===== src/rtl/rns_pkg.sv =====
// Shared helpers and constants for the residue-number-system forward converter.
package rns_pkg;

    localparam int MOD_17 = 17;
    localparam int HP_4   = 4;
    localparam int MOD_13 = 13;
    localparam int HP_6   = 6;
    localparam int MOD_11 = 11;
    localparam int HP_5   = 5;

    function automatic int clog2(input int v);
        int r;
        int p;
        r = 0;
        p = 1;
        while (p < v) begin
            p = p * 2;
            r = r + 1;
        end
        return r;
    endfunction

    // True when 2^hp == -1 (mod m) for an odd modulus above 2.
    function automatic bit hp_ok(input int m, input int hp);
        int r;
        r = 1;
        for (int i = 0; i < hp; i++) r = (r * 2) % m;
        return (m > 2) && (m % 2 == 1) && (r == m - 1);
    endfunction

    function automatic int fold_offset(input int ng);
        return 2 * (ng / 2);
    endfunction

    function automatic int corr_kb(input int m, input int hp);
        int kb;
        kb = -1;
        for (int k = 0; k < 31; k++) begin
            if (kb < 0 && ((longint'(m) << (k + 1)) > (longint'(1) << (hp + 1))))
                kb = k;
        end
        return kb;
    endfunction

endpackage


===== src/rtl/hp_fold.sv =====
// Half-period fold: alternating-sign sum of HP-bit groups, complement form.
module hp_fold
    import rns_pkg::*;
#(
    parameter int IN_W  = 16,
    parameter int HP    = 4,
    parameter int OUT_W = HP + clog2((IN_W + HP - 1) / HP + 1) + 1
) (
    input  logic [IN_W-1:0]  x,
    output logic [OUT_W-1:0] y
);

    localparam int NG   = (IN_W + HP - 1) / HP;
    localparam int XW   = NG * HP;
    localparam int OFFS = fold_offset(NG);

    logic [XW-1:0] x_ext;
    logic [HP-1:0] g;
    logic [HP-1:0] gn;

    always_comb begin
        x_ext = XW'(x);
        y     = OUT_W'(OFFS);
        g     = '0;
        gn    = '0;
        for (int i = 0; i < NG; i++) begin
            g  = x_ext[i*HP +: HP];
            gn = ~g;
            if (i % 2 == 1) y = y + OUT_W'(gn);
            else            y = y + OUT_W'(g);
        end
    end

endmodule


===== src/rtl/rns_residue_hp_pipe.sv =====
// Three-stage X mod MOD generator: two half-period folds, then exact
// restoring correction, with valid/ready flow control and a tag sideband.
module rns_residue_hp_pipe
    import rns_pkg::*;
#(
    parameter int N_W   = 16,
    parameter int MOD   = 17,
    parameter int HP    = 4,
    parameter int TAG_W = 4,
    localparam int R_W  = clog2(MOD)
) (
    input  logic             clk,
    input  logic             rst_n,
    input  logic             in_valid,
    output logic             in_ready,
    input  logic [N_W-1:0]   in_data,
    input  logic [TAG_W-1:0] in_tag,
    output logic             out_valid,
    input  logic             out_ready,
    output logic [R_W-1:0]   out_res,
    output logic [TAG_W-1:0] out_tag
);

    localparam int NG   = (N_W + HP - 1) / HP;
    localparam int S1_W = HP + clog2(NG + 1) + 1;
    localparam int S2_W = HP + 2;
    localparam int KB   = corr_kb(MOD, HP);

    if (!hp_ok(MOD, HP)) begin : g_bad_hp
        $fatal(1, "HP is not a half period of MOD");
    end
    if (S1_W > 2 * HP) begin : g_bad_w
        $fatal(1, "first fold too wide for a two-group second fold");
    end

    logic             v1, v2, v3;
    logic             ld1, ld2, ld3;
    logic [S1_W-1:0]  s1_d, s1_q;
    logic [S2_W-1:0]  s2_d, s2_q;
    logic [S2_W-1:0]  cv;
    logic [R_W-1:0]   r3_d, r3;
    logic [TAG_W-1:0] t1, t2, t3;

    hp_fold #(.IN_W(N_W), .HP(HP), .OUT_W(S1_W)) u_fold1 (
        .x (in_data),
        .y (s1_d)
    );

    hp_fold #(.IN_W(S1_W), .HP(HP), .OUT_W(S2_W)) u_fold2 (
        .x (s1_q),
        .y (s2_d)
    );

    // Every MOD*2^k used here fits in S2_W bits since MOD <= 2^HP + 1.
    always_comb begin
        cv = s2_q;
        for (int k = KB; k >= 0; k--) begin
            if (cv >= S2_W'(MOD << k)) cv = cv - S2_W'(MOD << k);
        end
        r3_d = R_W'(cv);
    end

    assign ld3      = !v3 || out_ready;
    assign ld2      = !v2 || ld3;
    assign ld1      = !v1 || ld2;
    assign in_ready = ld1;

    always_ff @(posedge clk or negedge rst_n) begin
        if (!rst_n) begin
            v1   <= 1'b0;
            v2   <= 1'b0;
            v3   <= 1'b0;
            s1_q <= '0;
            s2_q <= '0;
            r3   <= '0;
            t1   <= '0;
            t2   <= '0;
            t3   <= '0;
        end else begin
            if (ld1) begin
                v1 <= in_valid;
                if (in_valid) begin
                    s1_q <= s1_d;
                    t1   <= in_tag;
                end
            end
            if (ld2) begin
                v2 <= v1;
                if (v1) begin
                    s2_q <= s2_d;
                    t2   <= t1;
                end
            end
            if (ld3) begin
                v3 <= v2;
                if (v2) begin
                    r3 <= r3_d;
                    t3 <= t2;
                end
            end
        end
    end

    assign out_valid = v3;
    assign out_res   = r3;
    assign out_tag   = t3;

endmodule


===== config.mk =====
export PLATFORM = sky130hd
export DESIGN_NAME = rns_residue_hp_pipe
export DESIGN_NICKNAME = d
export VERILOG_FILES = /design/src/rtl/rns_pkg.sv /design/src/rtl/hp_fold.sv /design/src/rtl/rns_residue_hp_pipe.sv
export SDC_FILE = /design/constraint.sdc
export NUM_CORES = 1
export LEC_CHECK = 0
export BUFFER_PORTS_ARGS = -buffer_cell sky130_fd_sc_hd__buf_2
export CORE_ASPECT_RATIO = 1.4
export CORE_MARGIN = 4
export CORE_UTILIZATION = 50
export DETAILED_ROUTE_END_ITERATION = 8
export PLACE_DENSITY = 0.72
export SYNTH_ARGS = -nofsm -noshare
export SYNTH_HDL_FRONTEND = slang
export SYNTH_HIERARCHICAL = 1
export SYNTH_SLANG_ARGS = --single-unit

===== constraint.sdc =====
create_clock -name clk -period 1.8 [get_ports clk]
set_clock_uncertainty 0.1 [all_clocks]
set_input_delay 0.54 -clock clk [delete_from_list [all_inputs] [get_ports clk]]
set_output_delay 0.54 -clock clk [all_outputs]
set_load 0.02 [all_outputs]

After elaboration in Yosys (flattened, before gate mapping)
Cells that the tools add are included.

word-level totals
  bits of input ports = 24
  flip-flop bits (word level) = 34

cells by class
  bitwise logic cells = 3
  reductions and logical operators = 9
  $add $sub $neg = 7
  muxes and demuxes = 1
  magnitude comparators = 1

operators with widths
  cell                                                                    number
  8-bit by 4-bit adder with 8-bit output                                  3
  4-bit NOT                                                               3
  6-bit by 4-bit adder with 6-bit output                                  1
  6-bit by 5-bit >= comparator with 1-bit output (second input constant)  1
  2-bit AND reduction                                                     3
  2-bit by 4-bit adder with 5-bit output (first input constant)           1
  3-bit by 4-bit adder with 5-bit output (first input constant)           1
  5-bit two-way mux                                                       1
  5-bit subtractor (second input constant)                                1
  1-bit zero test                                                         3
  1-bit logical OR                                                        3

Logic depth before layout (Yosys ltp)
  word-level depth = 5
  gate-level depth with buffers = 12

Modules after synthesis
The synthesis kept the hierarchy.

modules (own cells, without submodules)
  module               area each (um^2)  sequential area each (um^2)  instances  cells an instance
  rns_residue_hp_pipe  1402.6            850.8                        1          101
  hp_fold at u_fold1   401.6             0.0                          1          46
  hp_fold at u_fold2   188.9             0.0                          1          23

Worst setup path before layout
OpenSTA, ideal clock, no wires.

  path type = in2reg
  start point = input in_data[5]
  end point = register s1_q[6]
  setup time = 0.125 ns
  data required time = 1.575 ns
  buffers on the path = 0
  arrival = 2.880 ns
  stages = 12
  setup slack = -1.304 ns
  cell sequence = inv_1 -> fa_1 -> inv_1 -> fa_1 -> inv_1 -> fa_1 -> ha_1 -> inv_1 -> fa_1 -> nor2b_1 -> o21a_1 -> mux2_2

between the ends
  cells in the longest elaborated chain, start to end = 4

RTL lines
  what                                    RTL line                   RTL
  start, declared                         rns_residue_hp_pipe.sv:16  input logic [N_W-1:0] in_data,
  4-bit NOT                               hp_fold.sv:28              gn = ~g;
  8-bit by 4-bit adder with 8-bit output  hp_fold.sv:29              if (i % 2 == 1) y = y + OUT_W'(gn);
  8-bit by 4-bit adder with 8-bit output  hp_fold.sv:30              else y = y + OUT_W'(g);
  8-bit by 4-bit adder with 8-bit output  hp_fold.sv:29
  net s1_d[6]                             rns_residue_hp_pipe.sv:38  logic [S1_W-1:0] s1_d, s1_q;
  end signal, assigned                    rns_residue_hp_pipe.sv:73  s1_q <= '0;
  end signal, assigned                    rns_residue_hp_pipe.sv:83  s1_q <= s1_d;
  end, declared                           rns_residue_hp_pipe.sv:38

The timed path passes the listed nets, and every way through them passes these cells.
A chain may end at the register's enable or synchronous reset.

Final worst setup path
  start point = input in_data[1]
  end point = register s1_q[6]

between the ends
  cells in the longest elaborated chain, start to end = 4

RTL lines
  what                                    RTL line
  3-bit by 4-bit adder with 5-bit output  hp_fold.sv:30
  8-bit by 4-bit adder with 8-bit output  hp_fold.sv:29
  8-bit by 4-bit adder with 8-bit output  hp_fold.sv:30
  8-bit by 4-bit adder with 8-bit output  hp_fold.sv:29
  net s1_d[6]                             rns_residue_hp_pipe.sv:38

The timed path passes the listed nets, and every way through them passes these cells.

==> impl_metrics.toml <==
[outcome]
outcome = "finished with violations"
violations = "setup timing"

[pwr]
p_int_mw = 2.650
clkPwrFrac = 0.173
power.density_nw_per_um2 = 1533
total_power_mw = 4.064
worst_ir_drop_vdd_v = 0.001417
pwr-share-comb = 0.517
p_seq_frac = 0.310
power_leakage_nw = 1.302
switching_power_mw = 1.414
p_sw_frac = 0.3479

[detailed_routing]
drtAntennaViolNets = 0
wl_per_cell_um = 14.31
first_pass_iters = 4
detailroute.via_count = 1366
vias_per_cell = 5.097
drc = 0
wirelength_um = 3834
drt_iter0_drc = 26

[clocking]
cts.sinks = 34
clk_pin_slew_worst_paths_ns = 0.07
clock_path_buffers = 2
cts.htree.levels = 2
cts_tree = "done"
clk-insertion-delay-late_ns = 0.29
root_buffer = "clkbuf_8"
cts_buffers = 5

[cells_and_area]
utilization = 0.7084
fillers = 252
multiInputGateArea_um2 = 1151
antenna_cells = 0
synthToLayoutAreaGrowth_pct = 32.96
seq_area_um2 = 850.8
fin_nets = 276
layout-drive-gt1-share = 0.5354

[timing]
hold_viol_final = 0
final.setup.tns_ns = -5.808
setup_violations = 13
whs_ns = 0.05922
fmax_mhz = 348.6
fin_ws_ns = -1.069
rsz0062_at_grt = "yes"
min_period_over_period = 1.594
fin_crit_ns = 2.869
finalMaxSlewViolations = 0

[grt]
grt_pass1_wl_um = 6341
grt_antenna_before_repair = 0
track_usage = 0.1725
grt_remaining_overflow = 0
grt_pass1_vias = 1452
grt_max_degree = 21

[floorplan]
core_um2 = 3741
rows = 26
initial_core_util = 0.5328
io_pins = 35
die_x_um = 61.36
die_area_um2 = 5075
die-height_um = 82.71

[job]
drv_cap = 0

[worst_setup_path]
end_kind = "flip-flop"
crit_type = "input port to flip-flop"
path_max_fanout = 2
required_ns = 1.87
cp-start-kind = "input port"
arrival_ns = 2.94

[synth]
ys_seq_area_frac = 0.4269
syn_avg_cell_area_um2 = 11.72
synth.cell_area_um2 = 1993
synth_warnings = 6
synth_top_cell_area_share = 0.4269
synthArstFlopShare = 1.000
syn_nets = 220
synth_area_leader_cell = "dfrtp_1"
synth_cell_types = 28
synth_edf_count = 0
ys_top_cells_by_area = "dfrtp_1, mux2_2, ha_1"
ys_ff_latch = 34
netlist_instances = 170
synthFlopType = "dfrtp_1"

[placed_design]
place_hpwl_um = 3069
place_congestion = 0.8537
portBuffers = 34

[hold_path]
worstHoldPathType = "input port to async pin"
## worst paths after layout
check	start	endpoint	slack [ns]	cells past startpoint
min in group clk	in_valid	v1$_DFFE_PN0P_	0.36	2
max in group asynchronous	rst_n	t1[1]$_DFFE_PN0P_	1.11	2
min reg2reg	out_res[0]$_DFFE_PN0P_	out_res[0]$_DFFE_PN0P_	0.37	2
max reg2reg	s1_q[1]$_DFFE_PN0P_	s2_q[2]$_DFFE_PN0P_	-0.16	8
max	in_data[1]	s1_q[6]$_DFFE_PN0P_	-1.07	12
min	rst_n	s1_q[0]$_DFFE_PN0P_	0.06	1
## metrics by stage
| stage | worst slack (ns) | area (um2) | instances |
|---|---|---|---|
| after floorplan | -1.194 | 2046 | 170 |
| after global placement | -1.343 | 2384 | 256 |
| after detailed placement | -1.398 | 2384 | 256 |
| after CTS | -1.058 | 2589 | 265 |
| after global routing | -1.145 | 2650 | 268 |
| final | -1.069 | 2650 | 268 |
## power by group through the flow
stage / clock (mW) / combinational [mW] / sequential (mW)
floorplan: 0 / 1.15 / 1.33
global placement: 0 / 1.71 / 1.23
detailed placement: 0 / 1.80 / 1.26
CTS: 0.728 / 1.99 / 1.25
global route: 0.757 / 2.32 / 1.29
finish: 0.702 / 2.10 / 1.26
## state kept, by name, indices dropped and copies added (netlist names)
name       flops
out_valid      1
v1             1
t1             4
out_tag        4
t2             4
out_res        5
v2             1
s1_q           8
s2_q           6
## cell usage after synthesis (all sizes together) (2+ instances only)
master / number
o21ai: 5
nor2: 2
o21a: 2
nor2b: 3
nand2: 9
a21oi: 5
nand3: 2
buf: 3
a21o: 2
mux2: 27
ha: 17
fa: 9
nand2b: 4
nor3b: 2
dfrtp: 34
xnor2: 6
inv: 33
## critical path: stages
cell     delay (ns)
buf_6          0.09
fa_1           0.52
inv_1          0.05
fa_2           0.34
inv_2          0.07
fa_1           0.42
ha_2           0.20
inv_2          0.05
fa_2           0.20
nor2b_1        0.05
o21a_1         0.15
mux2_2         0.26
## cell families after synthesis
group / Yosys count / share of synthesized area
other cells: 1 / 0.001881
buf+inv: 36 / 0.07094
fa+ha+maj: 26 / 0.1971
compound gates: 15 / 0.05524
mux: 27 / 0.1525
xor+xnor: 6 / 0.02637
simple gates: 25 / 0.06905
flops: 34 / 0.4269
## timing repair
item | in CTS | in global routing
setup buffers | 2 | 3
resized for setup | 16 | 9
hold buffers | 0 | 0
endpoints found under the setup margin | 14 | 14
pin swaps | 9 | 3
## cells in the final DEF (no fill, tap or decap), types with 2 or more instances in the layout
cell / instances
clkbuf_8: 6
inv_2: 12
mux2_4: 5
ha_4: 7
a21o_1: 2
mux2_2: 22
ha_1: 8
o21ai_2: 2
inv_1: 21
dfrtp_1: 34
buf_12: 3
buf_2: 32
buf_4: 14
fa_2: 3
a21oi_1: 2
ha_2: 2
xnor2_1: 5
o21a_1: 2
o21ai_0: 3
nand2b_1: 4
nand2_1: 9
a21oi_2: 2
fa_1: 6
buf_6: 3
nor2b_1: 2
## cell type report
cell class,count,area share
repair buffers,52,0.1355
flip-flops and latches,34,0.3211
multi-input cells,100,0.4344
clock inverters,1,0.01133
clock buffers,6,0.03116
well taps,42,0.01983
inverters,33,0.04674
## layer usage
| layer | up-vias | GRT usage | wire (um) |
|---|---|---|---|
| li1 | 657 | - | - |
| met1 | 670 | 0.1660 | 1284 |
| met2 | 28 | 0.3305 | 2260 |
| met3 | 11 | 0.04044 | 163 |
| met4 | 0 | 0.08068 | 126 |
| met5 | - | 0 | 0 |
Note: power is estimated with default switching activity, not from simulation.
